**config.mk**
```make
export PLATFORM = sky130hd
export DESIGN_NAME = shift_normalizer_flat
export DESIGN_NICKNAME = d
export VERILOG_FILES = /design/src/rtl/shift_normalizer_if.sv /design/src/rtl/shift_normalizer.sv /design/src/flat_wrapper.sv
export SDC_FILE = /design/constraint.sdc
export NUM_CORES = 1
export LEC_CHECK = 0
export BUFFER_PORTS_ARGS = -buffer_cell sky130_fd_sc_hd__buf_2
export CAP_MARGIN = 25
export CELL_PAD_IN_SITES_DETAIL_PLACEMENT = 1
export CELL_PAD_IN_SITES_GLOBAL_PLACEMENT = 1
export CORE_MARGIN = 2
export CORE_UTILIZATION = 38
export DETAILED_ROUTE_END_ITERATION = 7
export PLACE_DENSITY_LB_ADDON = 0.1
export SLEW_MARGIN = 20
export SYNTH_ARGS = -nofsm -noshare
export SYNTH_HDL_FRONTEND = slang
export SYNTH_SLANG_ARGS = --single-unit
```
**constraint.sdc**
```tcl
create_clock -name clk -period 2.23 [get_ports clk]
set_input_delay 0.1115 -clock clk [delete_from_list [all_inputs] [get_ports clk]]
set_output_delay 0.1115 -clock clk [all_outputs]
set_load 0.02 [all_outputs]
```
**src/rtl/shift_normalizer_if.sv**
```systemverilog
// Start/done handshake and result bus between the controller and shift_normalizer.
interface shift_normalizer_if #(
  parameter int WIDTH = 8,
  parameter int CW    = 3
);
  logic             start;
  logic [WIDTH-1:0] in;
  logic             right;
  logic             ready;
  logic             busy;
  logic             done;
  logic [WIDTH-1:0] out;
  logic [CW-1:0]    count;
  logic             zero;

  modport master (
    output start, in, right,
    input  ready, busy, done, out, count, zero
  );

  modport slave (
    input  start, in, right,
    output ready, busy, done, out, count, zero
  );
endinterface

```
**src/rtl/shift_normalizer.sv**
```systemverilog
// Sequential normalizer: shifts an operand toward its target end bit and reports the shift count.
// Optional SHIFT_NORM_DUAL_EN enables two-position steps when the target bit and its neighbour are both clear.
module shift_normalizer #(
  parameter int WIDTH = 8,
  parameter int CW    = 3
) (
  input  logic                clk,
  input  logic                rst_n,
  shift_normalizer_if.slave   bus
);

  typedef enum logic [1:0] {
    IDLE  = 2'd0,
    SHIFT = 2'd1,
    DONE  = 2'd2
  } state_t;

  state_t           state, state_nxt;
  logic [WIDTH-1:0] r, r_nxt;
  logic [CW-1:0]    c, c_nxt;
  logic             d, d_nxt;
  logic             z, z_nxt;
  logic             target;

  // D=0 normalizes toward the MSB, D=1 toward the LSB.
  assign target = d ? r[0] : r[WIDTH-1];

`ifdef SHIFT_NORM_DUAL_EN
  logic neighbour;
  assign neighbour = d ? r[1] : r[WIDTH-2];
`endif

  always_ff @(posedge clk or negedge rst_n) begin
    if (!rst_n) begin
      state <= IDLE;
      r     <= '0;
      c     <= '0;
      d     <= 1'b0;
      z     <= 1'b0;
    end else begin
      state <= state_nxt;
      r     <= r_nxt;
      c     <= c_nxt;
      d     <= d_nxt;
      z     <= z_nxt;
    end
  end

  always_comb begin
    state_nxt = state;
    r_nxt     = r;
    c_nxt     = c;
    d_nxt     = d;
    z_nxt     = z;
    unique case (state)
      IDLE: begin
        if (bus.start) begin
          r_nxt     = bus.in;
          d_nxt     = bus.right;
          c_nxt     = '0;
          z_nxt     = (bus.in == '0);
          state_nxt = (bus.in == '0) ? DONE : SHIFT;
        end
      end
      SHIFT: begin
        if (target) begin
          state_nxt = DONE;
        end
`ifdef SHIFT_NORM_DUAL_EN
        else if (!neighbour) begin
          r_nxt = d ? (r >> 2) : (r << 2);
          c_nxt = c + CW'(2);
        end
`endif
        else begin
          r_nxt = d ? (r >> 1) : (r << 1);
          c_nxt = c + CW'(1);
        end
      end
      DONE: begin
        state_nxt = IDLE;
      end
      default: begin
        state_nxt = IDLE;
      end
    endcase
  end

  // Results are read straight from the datapath; they hold from DONE until the next accept.
  assign bus.ready = (state == IDLE);
  assign bus.busy  = (state != IDLE);
  assign bus.done  = (state == DONE);
  assign bus.out   = r;
  assign bus.count = c;
  assign bus.zero  = z;

endmodule

```
**src/flat_wrapper.sv**
```systemverilog
// flat-port wrapper written by rule: the top's interface ports become plain ports
module shift_normalizer_flat 
#(
  parameter int WIDTH = 8,
  parameter int CW    = 3
)
  (clk, rst_n, bus_start, bus_in, bus_right, bus_ready, bus_busy, bus_done, bus_out, bus_count, bus_zero);
  shift_normalizer_if #(.WIDTH(WIDTH), .CW(CW)) bus_i ();
  input  logic clk;
  input  logic rst_n;
  input wire logic [$bits(bus_i.start)-1:0] bus_start;
  input wire logic [$bits(bus_i.in)-1:0] bus_in;
  input wire logic [$bits(bus_i.right)-1:0] bus_right;
  output wire logic [$bits(bus_i.ready)-1:0] bus_ready;
  output wire logic [$bits(bus_i.busy)-1:0] bus_busy;
  output wire logic [$bits(bus_i.done)-1:0] bus_done;
  output wire logic [$bits(bus_i.out)-1:0] bus_out;
  output wire logic [$bits(bus_i.count)-1:0] bus_count;
  output wire logic [$bits(bus_i.zero)-1:0] bus_zero;
  assign bus_i.start = bus_start;
  assign bus_i.in = bus_in;
  assign bus_i.right = bus_right;
  assign bus_ready = bus_i.ready;
  assign bus_busy = bus_i.busy;
  assign bus_done = bus_i.done;
  assign bus_out = bus_i.out;
  assign bus_count = bus_i.count;
  assign bus_zero = bus_i.zero;
  shift_normalizer #(.WIDTH(WIDTH), .CW(CW)) u_core (.clk(clk), .rst_n(rst_n), .bus(bus_i));
endmodule
```
# [Yosys cells after proc, flatten, opt, wreduce, memory -nomap -nowiden]
# Index checks and enable logic that the tools add are counted.
[totals] out_inout_bits=15 regBits=15 in_bits=12
[op_classes] n_reduce_logical=7 mux=12 n_eq_ne=5 addsub=1
[ops] operator="$mux W8" count=3
[ops] operator="$pmux W8 S2" count=1
[ops] operator="$logic_not A8 Y1" count=1
[ops] operator="$mux W2" count=3
[ops] operator="$mux W3" count=2
[ops] operator="$pmux W3 S2" count=1
[ops] operator="$ne A2 B2 Y1 const B" count=2
[ops] operator="$pmux W2 S2" count=1
[ops] operator="$reduce_and A2 Y1" count=2
[ops] operator="$reduce_bool A2 Y1" count=2
[ops] operator="$add A3 B1 Y3 const B" count=1
[ops] operator="$reduce_and A3 Y1" count=1
[ops] operator="$eq A2 B1 Y1 const B" count=1
[ops] operator="$eq A2 B2 Y1 const B" count=1
[ops] operator="$logic_not A2 Y1" count=1
[ops] operator="$ne A2 B1 Y1 const B" count=1
[ops] operator="$mux W1" count=1

# [Depth between registers and ports, before layout]
[logic_depth] depth_word=4 mapped_depth=5 depth_no_buf=3

# [Least setup slack after synthesis]
# No wires, ideal clock.
[synth_path] path_type="reg2reg" from="reg u_core.state[0]" to="reg u_core.r[1] (netlist: u_core.bus.out[1])" period_less_slack_ns=1.593 stages_incl_launch_ff=6 setup_time_ns=0.125 path_buffers=2 slack_ns=0.637 arrival_ns=1.468 required_ns=2.105 path_cell_list="dfrtp_1 > buf_4 > nor3b_1 > a21o_1 > buf_2 > mux2_2"
[synth_between] elab_chain_len=3
[synth_rtl] item="start, declared" line_no="shift_normalizer.sv:18" rtl="state_t state, state_nxt;"
[synth_rtl] item="start signal, assigned" line_no="shift_normalizer.sv:41" rtl="state <= state_nxt;"
[synth_rtl] item="$eq A2 B1 Y1 / $logic_not A2 Y1 (equally long branches)" line_no="shift_normalizer.sv:55" rtl="unique case (state)"
[synth_rtl] item="$ne A2 B2 Y1 (no line) / $reduce_bool A2 Y1 (equally long branches)"
[synth_rtl] item="$reduce_and A3 Y1 (no line)"
[synth_rtl] item="end signal, assigned" line_no="shift_normalizer.sv:42" rtl="r <= r_nxt;"
[synth_rtl] item="end, declared" line_no="shift_normalizer.sv:19" rtl="logic [WIDTH-1:0] r, r_nxt;"
# Parallel ways exist; a longest one is shown, timed or not.
# A chain may end at the register's enable or synchronous reset.

# [Final worst setup path]
[layout_path] from="reg u_core.d" to="reg u_core.r[4] (netlist: u_core.bus.out[4])"
[layout_between] elab_chain_len=3
[layout_rtl] item="start, declared" line_no="shift_normalizer.sv:21" rtl="logic d, d_nxt;"
[layout_rtl] item="start signal, assigned" line_no="shift_normalizer.sv:44" rtl="d <= d_nxt;"
[layout_rtl] item="$mux W8 / $mux W1 (equally long branches)" line_no="shift_normalizer.sv:76, shift_normalizer.sv:26"
[layout_rtl] item="$mux W8 / $ne A2 B2 Y1 (equally long branches)"
[layout_rtl] item="$pmux W8 S2 / $reduce_and A3 Y1 (equally long branches)"
# Parallel ways exist; a longest one is shown, timed or not. The select of a mux whose other input is x is not followed.

==> impl_summary.md <==
Status
The run finished with clean final reports.

Floorplanning
The die extent in y is 52.3 um. The total area inside the core boundary comes to 2210 um2. The I/O pin count is 27.

The cell row count is 17. Measured along the x axis, the die boundary spans 52.3 um. The initial utilization of the core area, before any placement, comes to 40.0%. The die covers 2730 um2.

Synth
The synthesized netlist cell count is 77. In this run, synthesis produced a sequential element count of 15. The number of enable flip-flop cells after synthesis is 0. The number of library cell types mapped by synthesis is 24. The cell area that synthesis handed to floorplanning was 886 um2. The primary flip-flop cell chosen by synthesis mapping is sky130_fd_sc_hd__dfrtp_1.

The net count after synthesis is 90. For this run, asynchronously set or reset flops after synthesis account for 100%. The share of synthesized area occupied by flip-flops and latches is 42.4%. The Yosys step of the flow raised 0 warnings. The per-instance average area after synthesis is 11.5 um2.

Power
The analysis attributes to net switching a power of 0.731 mW. IR analysis of the VDD net gives a maximum drop of 0.000674 V. In this run switching power makes up 43.7% of total power. The overall power after layout is 1.67 mW. The share of total power in sequential cells is 33.7%.

In this run the power density over the cells is 1550 nW/um2. The static leakage is 0.524 nW. The internal portion of total power is 0.942 mW. The clock group share of total power is 9.2%.

The combinational fraction of design power is 57.0%.

CTS
The tree is rooted in a sky130_fd_sc_hd__clkbuf_4. The clock tree buffer depth is 2. The TritonCTS clock tree is built. The total CTS buffers is 3. Clock-pin slew was measured on the worst setup and hold paths at 0.09 ns. For this design, the sink count on the clock tree is 15.

CTS built an H-tree with a depth of 1. The clock latency at the later pin of the worst-skew pair is 0.28 ns.

Timing
The part of the cycle the worst path needs is 86.5%. Setup repair after global routing left no endpoint under its margin. The worst clock skew is 0.00787 ns. The normalized max-slew margin is 70.8%. The number of failing setup endpoints in the final timing report is 0. The count of final hold-check violations is 0.

The count of pins over their slew limit is 0. In the final timing run, aggregate negative setup slack is 0 ns. At the pin with the least slew margin, the transition time is 0.438 ns.

The time the final worst path needs with I/O delays and setup is 1.93 ns. The highest achievable clock rate is 518 MHz.

Critical path
Of all nets on the critical path, the largest fanout is 10. The critical path is of the reg2reg type. On the worst path, the slowest cell contributes a delay of 0.58 ns. For this design, the slowest cell found on the critical path is sky130_fd_sc_hd__dfrtp_1. STA puts the critical path data arrival time at 2.09 ns. STA classifies the critical path startpoint as a register.

Grouping stages by cell kind, the critical path spends the most delay in multiplexers. STA classifies the critical path endpoint as a register. Traced cell by cell, the critical path runs through mux2i_2 -> a21o_1 -> mux2_2. The number of buffers and inverters on the critical path is 0.

Data on the critical path is required at its endpoint by 2.39 ns.

Finish
Leaving out fill and tap cells, the most frequent cell in the layout is sky130_fd_sc_hd__buf_2. The post-synthesis to final-layout area growth is 21.6%. The library cells used most frequently in the layout, excluding fill and tap cells, are sky130_fd_sc_hd__buf_2 (26), sky130_fd_sc_hd__dfrtp_1 (15), sky130_fd_sc_hd__mux2_1 (14), sky130_fd_sc_hd__mux2_2 (9), sky130_fd_sc_hd__inv_1 (5). 0 antenna diodes ended up in the layout.

The post-route netlist has 42.5% of its cells at a drive strength greater than 1. The final layout net count is 120.

Global route
The via count of the first global-routing pass is 701. The global-route wire length before repair is 3310 um. The global-route congestion overflow total is 0. The initial antenna violation count came to 0. The maximum number of pins on one net before global-route repair is 16. The combined global-route utilization of all metal layers is 16.5%.

Drt
Before antenna repair, the detailed router went through 4 iterations. The remaining antenna violation count is 0. The final route contains 677 vias. After the first detailed-routing iteration, the DRC count stood at 5. Dividing the detail-routed wire length by the instance count gives 14.3 um. Using the TritonRoute via totals, the vias-per-cell ratio works out to 5.05. The count of unresolved DRC violations after routing is 0. The total wire length is 1920 um.

Placement
The half-perimeter wire length after placement is 1490 um. Port buffering added 26 buffers. The placer congestion estimate is 0.713.

Worst hold path
The worst min-delay path class is in2reg.

Job
The number of max-cap violations is 0.
## sequential cells by signal (all words and copies together) (netlist names)
name,cells
u_core.bus.out,8
u_core.bus.count,3
u_core.state,2
u_core.bus.zero,1
u_core.d,1
## cell type report
| class | count | area [um2] |
|---|---|---|
| Inverter | 5 | 18.8 |
| Timing Repair Buffer | 29 | 155 |
| Tap cell | 28 | 35.0 |
| Clock buffer | 4 | 26.3 |
| Sequential cell | 15 | 375 |
| Fill cell | 263 | 1130 |
| Multi-Input combinational cell | 53 | 467 |
## final timing paths
kind                            cells after the start             from  slack [ns]                  end
worst max-delay path                                3         u_core.d        0.30    u_core.bus.out[4]
worst min-delay path                                2        bus_right        0.09             u_core.d
worst max register to register                      3         u_core.d        0.30    u_core.bus.out[4]
worst min register to register                      1  u_core.bus.zero        0.49      u_core.bus.zero
max in group asynchronous                           2            rst_n        1.70             u_core.d
min in group asynchronous                           2            rst_n        0.27  u_core.bus.count[2]
## routing by layer
| layer | part of all wire, % | GRT usage (%) |
|---|---|---|
| met1 | 46 | 21.7 |
| met2 | 49 | 27.7 |
| met4 | 0.47 | 3.85 |
| met5 | 0 | 0 |
| met3 | 4.3 | 3.43 |
## cell usage after synthesis (4+ instances only)
library cell              count  area, um2
sky130_fd_sc_hd__mux2_2       9        101
sky130_fd_sc_hd__nor2b_1      4       25.0
sky130_fd_sc_hd__mux2_1      14        158
sky130_fd_sc_hd__nand2_1      4       15.0
sky130_fd_sc_hd__inv_1        5       18.8
sky130_fd_sc_hd__dfrtp_1     15        375
## through the flow
step | instance area [um2] | worst slack [ns] | hold WS [ns] | instances | utilization (%)
after global placement | 1040 | 0.391 | 0.0382 | 129 | 47.1
after global routing | 1080 | 0.151 | 0.0686 | 134 | 48.7
after detailed placement | 1040 | 0.301 | 0.0406 | 129 | 47.1
after floorplan | 886 | 0.637 | -0.184 | 77 | -
after CTS | 1080 | 0.287 | 0.0798 | 134 | 48.7
final | 1080 | 0.301 | 0.0851 | 134 | 48.7
## power by group through the flow
stage | Combinational (mW) | Sequential (mW) | Clock (mW)
6_report | 0.955 | 0.564 | 0.154
5_1_grt | 1.05 | 0.593 | 0.174
4_1_cts | 0.973 | 0.570 | 0.158
3_5_place_dp | 0.965 | 0.575 | 0
3_3_place_gp | 0.945 | 0.568 | 0
2_1_floorplan | 0.665 | 0.612 | 0
## cells by family after synthesis
kind of cell | Yosys count | share of synthesized area, %
muxes | 26 | 33.1
AOI/OAI and AO/OA | 7 | 4.94
buffers and inverters | 9 | 4.94
adders and majority gates | 1 | 1.41
and+or+nand+nor | 19 | 13.3
DFF | 15 | 42.4
## timing repair
action | 4_1_cts | 5_1_grt
buffers inserted | 0 | 0
endpoints found under the hold margin | 15 | 0
hold buffers | 1 | 0
gates resized for setup | 0 | 0
endpoints found under the setup margin | 0 | 0
Power figures use the tool's default switching activity.
